--- config.mk ---
export PLATFORM = sky130hd
export DESIGN_NAME = mda_char_fetch
export DESIGN_NICKNAME = d
export VERILOG_FILES = /design/src/rtl/mda_char_fetch.sv
export SDC_FILE = /design/constraint.sdc
export NUM_CORES = 1
export LEC_CHECK = 0
export ABC_AREA = 1
export CORE_UTILIZATION = 40
export CTS_CLUSTER_DIAMETER = 150
export CTS_CLUSTER_SIZE = 12
export DETAILED_ROUTE_END_ITERATION = 8
export MAX_ROUTING_LAYER = met4
export PLACE_DENSITY_LB_ADDON = 0.2
export RECOVER_POWER = 50
export SLEW_MARGIN = 40
export SYNTH_ARGS = -nofsm -noshare
export SYNTH_HDL_FRONTEND = slang
export SYNTH_SLANG_ARGS = --single-unit
--- constraint.sdc ---
create_clock -name clk -period 5.3 [get_ports clk]
set_input_delay 1.06 -clock clk [delete_from_list [all_inputs] [get_ports clk]]
set_output_delay 1.06 -clock clk [all_outputs]
set_load 0.01 [all_outputs]
--- src/rtl/mda_char_fetch.sv ---
// mda_char_fetch: MDA per-cell VRAM/font fetch and 9-dot pixel serialiser
// Ports: clk/reset (async, active-high); dot_ce, line_start pace the dots;
// ma, row_addr, cursor_in, de_in, vsync come from the CRTC; vram_* is the
// VRAM read handshake; font_addr/font_data talk to a synchronous font ROM;
// att_byte, pix, cursor, blink, display_enable feed the attribute stage;
// overrun is sticky until reset.
module mda_char_fetch #(
  parameter int BLINK_FRAMES = 16,
  parameter int FONT_AW = 12
) (
  input  logic               clk,
  input  logic               reset,
  input  logic               dot_ce,
  input  logic               line_start,
  input  logic [10:0]        ma,
  input  logic [4:0]         row_addr,
  input  logic               cursor_in,
  input  logic               de_in,
  input  logic               vsync,
  output logic [11:0]        vram_addr,
  output logic               vram_rd,
  input  logic               vram_ack,
  input  logic [7:0]         vram_data,
  output logic [FONT_AW-1:0] font_addr,
  input  logic [7:0]         font_data,
  output logic [7:0]         att_byte,
  output logic               pix,
  output logic               cursor,
  output logic               blink,
  output logic               display_enable,
  output logic               overrun
);
  typedef enum logic [2:0] {IDLE, RD_CHAR, RD_ATTR, FONT, FLATCH} state_t;
  state_t state;
  logic [3:0] cnt;
  logic [10:0] ma_q;
  logic [7:0] code_n, att_n, glyph_n, g;
  logic cur_n, de_n, valid_n, vs_q, bnd, load;
  logic [8:0] sh, v;
  logic [4:0] fc;
  assign bnd = dot_ce & (line_start | cnt == 4'd0);
  // Fetched data is shown only if it completed and this is not a line's first cell.
  assign load = valid_n & ~line_start & state == IDLE;
  assign g = load ? glyph_n : 8'h00;
  // Line-drawing codes C0..DF stretch glyph bit 0 into the ninth dot.
  assign v = {g, code_n[7:5] == 3'b110 & g[0]};
  // A boundary aborts any read in flight within the same clk.
  assign vram_rd = (state == RD_CHAR | state == RD_ATTR) & ~bnd;
  assign vram_addr = {ma_q, state == RD_ATTR};
  always_ff @(posedge clk or posedge reset)
    if (reset) begin
      state <= IDLE;
      cnt <= '0;
      ma_q <= '0;
      code_n <= '0;
      att_n <= '0;
      glyph_n <= '0;
      cur_n <= 1'b0;
      de_n <= 1'b0;
      valid_n <= 1'b0;
      vs_q <= 1'b0;
      sh <= '0;
      fc <= '0;
      font_addr <= '0;
      att_byte <= '0;
      pix <= 1'b0;
      cursor <= 1'b0;
      blink <= 1'b0;
      display_enable <= 1'b0;
      overrun <= 1'b0;
    end else begin
      vs_q <= vsync;
      if (vsync & ~vs_q) begin
        fc <= fc == 5'(BLINK_FRAMES - 1) ? 5'd0 : fc + 5'd1;
        blink <= fc == 5'(BLINK_FRAMES - 1) ? ~blink : blink;
      end
      if (dot_ce) begin
        cnt <= bnd ? 4'd1 : cnt == 4'd8 ? 4'd0 : cnt + 4'd1;
        pix <= bnd ? v[8] : sh[8];
        sh <= bnd ? {v[7:0], 1'b0} : {sh[7:0], 1'b0};
      end
      if (bnd) begin
        att_byte <= load ? att_n : 8'h00;
        display_enable <= load & de_n;
        cursor <= cur_n;
        ma_q <= ma;
        cur_n <= cursor_in;
        de_n <= de_in;
        valid_n <= 1'b0;
        overrun <= overrun | state != IDLE;
        state <= RD_CHAR;
      end else
        case (state)
          RD_CHAR: if (vram_ack) begin
            code_n <= vram_data;
            state <= RD_ATTR;
          end
          RD_ATTR: if (vram_ack) begin
            att_n <= vram_data;
            font_addr <= FONT_AW'({code_n, row_addr[3:0]});
            state <= FONT;
          end
          FONT: state <= FLATCH;
          FLATCH: begin
            glyph_n <= font_data;
            valid_n <= 1'b1;
            state <= IDLE;
          end
          default: state <= IDLE;
        endcase
    end
endmodule

==> results of run 1 <==
logic make-up (layout without fill, tap and decap cells):
kind of cell,after synthesis,count (layout),synth area share
xor gates and xnor gates,2,2,0.004686
adders and majority gates,3,3,0.01004
DFF,84,84,0.5623
and+or+nand+nor,264,264,0.3119
buffers and inverters,46,122,0.07864
AOI/OAI and AO/OA,20,20,0.03246
layer usage:
layer  vias to the layer above  GRT usage  wire length (um)
met3                        12    0.03333               358
met4                         0    0.06889               105
met2                        66     0.2811              3477
met5                         -          -                 0
li1                       1485          -                 -
met1                      1377     0.2396              3823
stage by stage:
stage               worst slack [ps]  instance area, sq um  utilization  std cells
floorplan                       2075                  3739            -        419
detailed placement              1402                  4467       0.5024        587
global route                   950.1                  4648       0.5228        603
finish                          1051                  4648       0.5228        603
global placement                1405                  4467       0.5024        587
CTS                             1391                  4658       0.5239        603
path summary, 6_finish.rpt:
| check | from | endpoint | slack, ps |
|---|---|---|---|
| worst max register to register | cnt[0] | att_n[0] | 2710 |
| min in group asynchronous | reset | att_n[7] | 1530 |
| worst max-delay path | line_start | vram_rd | 1050 |
| worst min-delay path | blink | blink | 470 |
| worst min register to register | blink | blink | 470 |
| max in group asynchronous | reset | ma_q[7] | 2000 |
registers in the layout, indices dropped and copies added, names as in the netlist:
register        flops
font_addr          12
ma_q               11
att_byte            8
att_n               8
code_n              8
glyph_n             8
sh                  8
fc                  5
cnt                 4
state               3
blink               1
cur_n               1
cursor              1
de_n                1
display_enable      1
overrun             1
pix                 1
valid_n             1
vs_q                1
power breakdown:
group          switching (mW)  internal [mW]  leakage [nW]
combinational           0.280          0.247          1.14
clock                   0.232          0.218        0.0927
sequential              0.120          0.831          1.08
placed cells by master (no fill, tap or decap), drive strengths merged:
cell and count:
dfrtp 84, clkinvlp 3, buf 2, clkinv 3, nor3 2, clkbuf 11, dlygate4sd3 17, inv 26
a21oi 1, nand2 182, o21ai 15, clkdlybuf4s50 59, nand4 19, nor2 17, bufinv 1, nand3 43
o211ai 3, nand3b 1, o21a 1, ha 3, xnor2 2
Yosys cell counts, types with 2 or more instances:
cell type,instances
inv_1,23
buf_2,3
nand4_1,19
nor2_4,2
buf_4,2
o211ai_1,3
o21ai_0,8
ha_1,3
inv_2,3
dfrtp_1,84
nand2_2,3
nand2_4,3
xnor2_1,2
nor2_2,2
nand2_1,176
nand3_1,42
nor2_1,13
buf_6,11
o21ai_1,7
area by class of cell:
type / count / share of cell area
clock buffer: 10 / 0.02746
clock inverter: 6 / 0.01373
inverter: 27 / 0.02234
multi-input combinational: 289 / 0.2872
sequential: 84 / 0.4522
tap: 108 / 0.02907
timing repair buffer: 79 / 0.1680
==> results by group, run 1 <==
CTS
  – Root buffer cell: clkbuf_8
  – Resize count post-CTS: 0
  – CTS sink cnt: 84
  – Worst-skew pair later-pin latency: 350 ps
  – CTS tree: built
  – CTS Buffer Depth: 2
  – CTS Hold Bufs: 0
  – H-tree depth: 3
  – CTS clock-pin slew for the worst setup and hold paths: 80 ps
  – Postcts setup bufs: 0
  – CTS Buf Count: 9

Synth
  – Cell taking the most area after synthesis: dfrtp_1
  – Yosys cell types: 29
  – EDFF count, synth: 0
  – Netlist Area Pre-Place: 3739 sq um
  – Synth area leaders: dfrtp_1 (56%), nand2_1 (18%), nand3_1 (5.6%)
  – Syn_nets: 462
  – Ys async rst share: 1.000
  – YS warnings: 0
  – Most used flip-flop cell after synthesis: dfrtp_1
  – Yosys top cell area share: 0.5622
  – Mapped Avg Cell Area: 8.923 sq um
  – Sequential fraction of the synthesis area: 0.5622
  – #FFs+latches synth: 84
  – Syn Inst Count: 419

GRT
  – Largest net degree at the start of global routing: 74
  – Global-route wire length before repair: 13640 um
  – Initial antenna violation count: 0
  – Remaining Overflow, GRT: 0
  – Vias in the first global route: 2975
  – All-layer global routing usage: 0.1817

Die
  – Initial Util: 0.4205
  – Die ar.: 9737 sq um
  – Core Area: 8891 sq um
  – Cell row count: 34
  – Top Ports: 78
  – Die height: 98.68 um
  – Die W: 98.68 um

Power
  – Total power: 1.929 mW
  – Cell Pwr Density: 415.0 nW/um^2
  – Peak VDD IR: 0.0002409 V
  – Leak: 2.314 nW

Timing
  – # setup viols final: 0
  – RSZ-0062 raised after global routing: false
  – Slew headroom: -0.04544
  – Worst-Margin Slew: 1560 ps
  – Final Cycle Share: 0.8016
  – Hold WS: 473.6 ps
  – Clock Skew: 15.17 ps
  – Final worst path period need: 4249 ps
  – Post-route setup TNS: 0 ps
  – Max-slew violations: 38
  – Max frequency: 235.4 MHz
  – Final Hold Fails: 0

Route
  – DR vias: 2940
  – WL final: 7764 um
  – Post-DRT Antenna Nets: 0
  – 1st-iter DRT viols: 187
  – Drt drc: 0
  – Routed WL per cell: 12.88 um
  – Vias per Instance: 4.876
  – Total iterations of the first detailed-routing run: 4

Worst setup path
  – Most frequent CP cell: inv_1
  – Crit Path Class: in2out
  – Crit-path leading delay family: buffers and inverters
  – Crit-path cells: dlygate4sd3_1 -> inv_1 -> nand2_1 -> nand2_4 -> o21ai_0 -> inv_1 -> clkdlybuf4s50_1
  – Slowest-stage cell, CP: dlygate4sd3_1
  – Crit path DAT: 3190 ps
  – Crit start category: input pin
  – Crit-path max FO: 11
  – Worst path depth: 7
  – Required time worst endpoint: 4240 ps
  – Worst Setup End Kind: output port
  – Worst Path Buf+Inv: 4
  – Largest stage delay on the critical path: 560 ps
  – Worst reg2reg path depth: 9

Run
  – Max Cap Violations: 1

Layout
  – Ant. Diodes: 0
  – P&R area growth vs syn: 24.33%
  – Filler cell count: 848
  – Final #Nets: 533
  – Multi-input logic area: 1335 sq um
  – Reg area: 2102 sq um
  – Share of layout cells above drive strength 1: 0.07071

Run status
  – Failing checks: capacitance limit, slew limit
  – Status: finished with violations

Place
  – HPWL after DPL: 5068 um
  – GPL Wtd Cong: 0.7562
  – Port bufs: 76

Hold path
  – Hold Crit Depth: 1
  – Hold WC Path Type: reg2reg
Note: power is estimated with default switching activity, not from simulation.
==> inputs of run 2 (changes only) <==
==> constraint.sdc (replaced) <==
create_clock -name clk -period 4.46 [get_ports clk]
set_input_delay 0.892 -clock clk [delete_from_list [all_inputs] [get_ports clk]]
set_output_delay 0.892 -clock clk [all_outputs]
set_load 0.01 [all_outputs]
==> results by group, run 2 (synthesized netlist as in run 1, its figures left out) <==
Die
  – Die height: 98.68 um (unchanged)
  – Die W: 98.68 um (unchanged)
  – Die ar.: 9737 sq um (unchanged)
  – Initial Util: 0.4205 (unchanged)
  – Cell row count: 34 (unchanged)
  – Top Ports: 78 (unchanged)
  – Core Area: 8891 sq um (unchanged)

Route
  – 1st-iter DRT viols: 173 (-7.5%)
  – Post-DRT Antenna Nets: 0 (unchanged)
  – Drt drc: 0 (unchanged)
  – WL final: 7900 um (+1.8%)
  – Total iterations of the first detailed-routing run: 4 (unchanged)
  – DR vias: 2937 (-0.10%)
  – Vias per Instance: 4.863 (-0.27%)
  – Routed WL per cell: 13.08 um (+1.6%)

Hold path
  – HP Start: blink
  – Hold Crit Depth: 1 (unchanged)
  – Hold WC Path Type: reg2reg
  – Worst hold path endpoint: blink

GRT
  – All-layer global routing usage: 0.1832 (+0.001505)
  – Remaining Overflow, GRT: 0 (unchanged)
  – Vias in the first global route: 2722 (-8.5%)
  – Met3 usage: 0.05106 (+0.01773)
  – Global-route wire length before repair: 13680 um (+0.30%)
  – Met1 Resource Use GR: 0.2459 (+0.006332)
  – Largest net degree at the start of global routing: 74 (unchanged)
  – Met2 usage: 0.2698 (-0.01138)
  – Initial antenna violation count: 0 (unchanged)
  – Grt peak-use layer: met2

Timing
  – # setup viols final: 0 (unchanged)
  – Final Hold Fails: 0 (unchanged)
  – RSZ-0062 raised after global routing: false
  – Final worst path period need: 3912 ps
  – Post-route setup slack: 547.6 ps (-503.7 ps)
  – Slew headroom: -0.3973 (-0.3518)
  – Final Cycle Share: 0.8772
  – Max-slew violations: 40 (+5.3%)
  – Clock Skew: 10.72 ps (-4.448 ps)
  – Max frequency: 255.6 MHz
  – Worst-Margin Slew: 2096 ps (+536.3 ps)
  – Post-route setup TNS: 0 ps (unchanged)
  – Hold WS: 472.2 ps (-1.401 ps)

Place
  – Pre-CTS setup slack: 897.0 ps (-505.2 ps)
  – Dpl cell area: 4474 sq um (+0.17%)
  – HPWL after DPL: 5253 um (+3.6%)
  – Port bufs: 76 (unchanged)
  – GPL Wtd Cong: 0.7579 (+0.22%)
  – Cells after DPL: 588 (+0.17%)

Worst setup path
  – Worst r2r src: cnt[0]
  – Crit-path leading delay family: buffers and inverters
  – RR Endpoint: glyph_n[5]
  – Crit path DAT: 3020 ps (-170 ps)
  – Crit-path cells: dlygate4sd3_1 -> inv_1 -> nand2_1 -> nand2_4 -> o21ai_0 -> inv_1 -> clkdlybuf4s50_1
  – Crit path from: line_start
  – Most frequent CP cell: inv_1
  – Worst Setup End Kind: output port
  – Flop2flop setup slack: 1890 ps (-820 ps)
  – Worst reg2reg path depth: 9 (unchanged)
  – Worst Path Buf+Inv: 4 (unchanged)
  – Largest stage delay on the critical path: 570 ps (about the same)
  – Slowest-stage cell, CP: dlygate4sd3_1
  – Crit start category: input pin
  – Crit Path Class: in2out
  – Required time worst endpoint: 3570 ps (-670 ps)
  – Crit-path max FO: 11 (unchanged)

Layout
  – Top reg by flops: font_addr
  – P&R area growth vs syn: 24.90%
  – Share of layout cells above drive strength 1: 0.06452 (-0.006191)
  – Final #Nets: 534 (+0.19%)
  – Max reg flops: 12 (unchanged)
  – Post-route insts no fill: 604 (+0.17%)
  – Largest regs: font_addr x12, ma_q x11
  – Most common cell after layout, fill and taps aside: nand2_1
  – Final instance area: 4669 sq um (+0.46%)
  – Ant. Diodes: 0 (unchanged)
  – Commonest non-fill, non-tap cells in the layout: nand2_1 (177), dfrtp_1 (84), clkdlybuf4s50_1 (72)

CTS
  – Resize count post-CTS: 0 (unchanged)
  – CTS Buffer Depth: 2 (unchanged)
  – CTS clock-pin slew for the worst setup and hold paths: 80 ps (about the same)
  – Root buffer cell: clkbuf_8
  – CTS tree: built
  – Postcts setup bufs: 0 (unchanged)
  – CTS sink cnt: 84 (unchanged)
  – H-tree depth: 3 (unchanged)
  – CTS Buf Count: 9 (unchanged)
  – Worst-skew pair later-pin latency: 350 ps (about the same)
  – CTS Hold Bufs: 0 (unchanged)

Power
  – Peak VDD IR: 0.0002524 V (+4.8%)
  – Cell Pwr Density: 505.7 nW/um^2 (+22%)
  – Leak: 2.306 nW (-0.36%)

Run
  – Max Cap Violations: 1 (unchanged)

Run status
  – Failing checks: capacitance limit, slew limit
  – Status: finished with violations
[run 2: layout make-up]
type	count	area, sq um
Clock inverter	4	72.57
Fill cell	846	4222
Multi-Input combinational cell	289	1328
Clock buffer	12	145.1
Sequential cell	84	2102
Inverter	27	103.9
Timing Repair Buffer	80	783.3
Tap cell	108	135.1
[run 2: where the power goes]
part	switching [mW]	leakage (nW)	total [mW]	internal, mW
Sequential	0.142	1.08	1.13	0.988
Combinational	0.332	1.12	0.638	0.307
Clock	0.263	0.107	0.593	0.331
Total	0.736	2.31	2.36	1.62
[run 2: worst max-delay path by stage]
stage / cells past startpoint / slack (ps) / end
after floorplan: 1 / 1400 / att_byte[0]
after detailed placement: 7 / 900 / vram_rd
final: 7 / 550 / vram_rd
after CTS: 7 / 880 / vram_rd
after global placement: 7 / 910 / vram_rd
after global routing: 3 / 390 / font_addr[3]
[run 2: routing by layer]
layer / vias to the layer above / wire [um]
li1: 1477 / -
met1: 1383 / 3695
met2: 69 / 3653
met3: 8 / 451
met4: 0 / 99
met5: - / 0
[run 2: metrics by stage]
stage / util / total power [mW]
after global routing: 0.5252 / 2.528
after CTS: 0.5277 / 2.402
after detailed placement: 0.5032 / 1.798
after floorplan: - / 1.513
after global placement: 0.5032 / 1.777
final: 0.5252 / 2.361
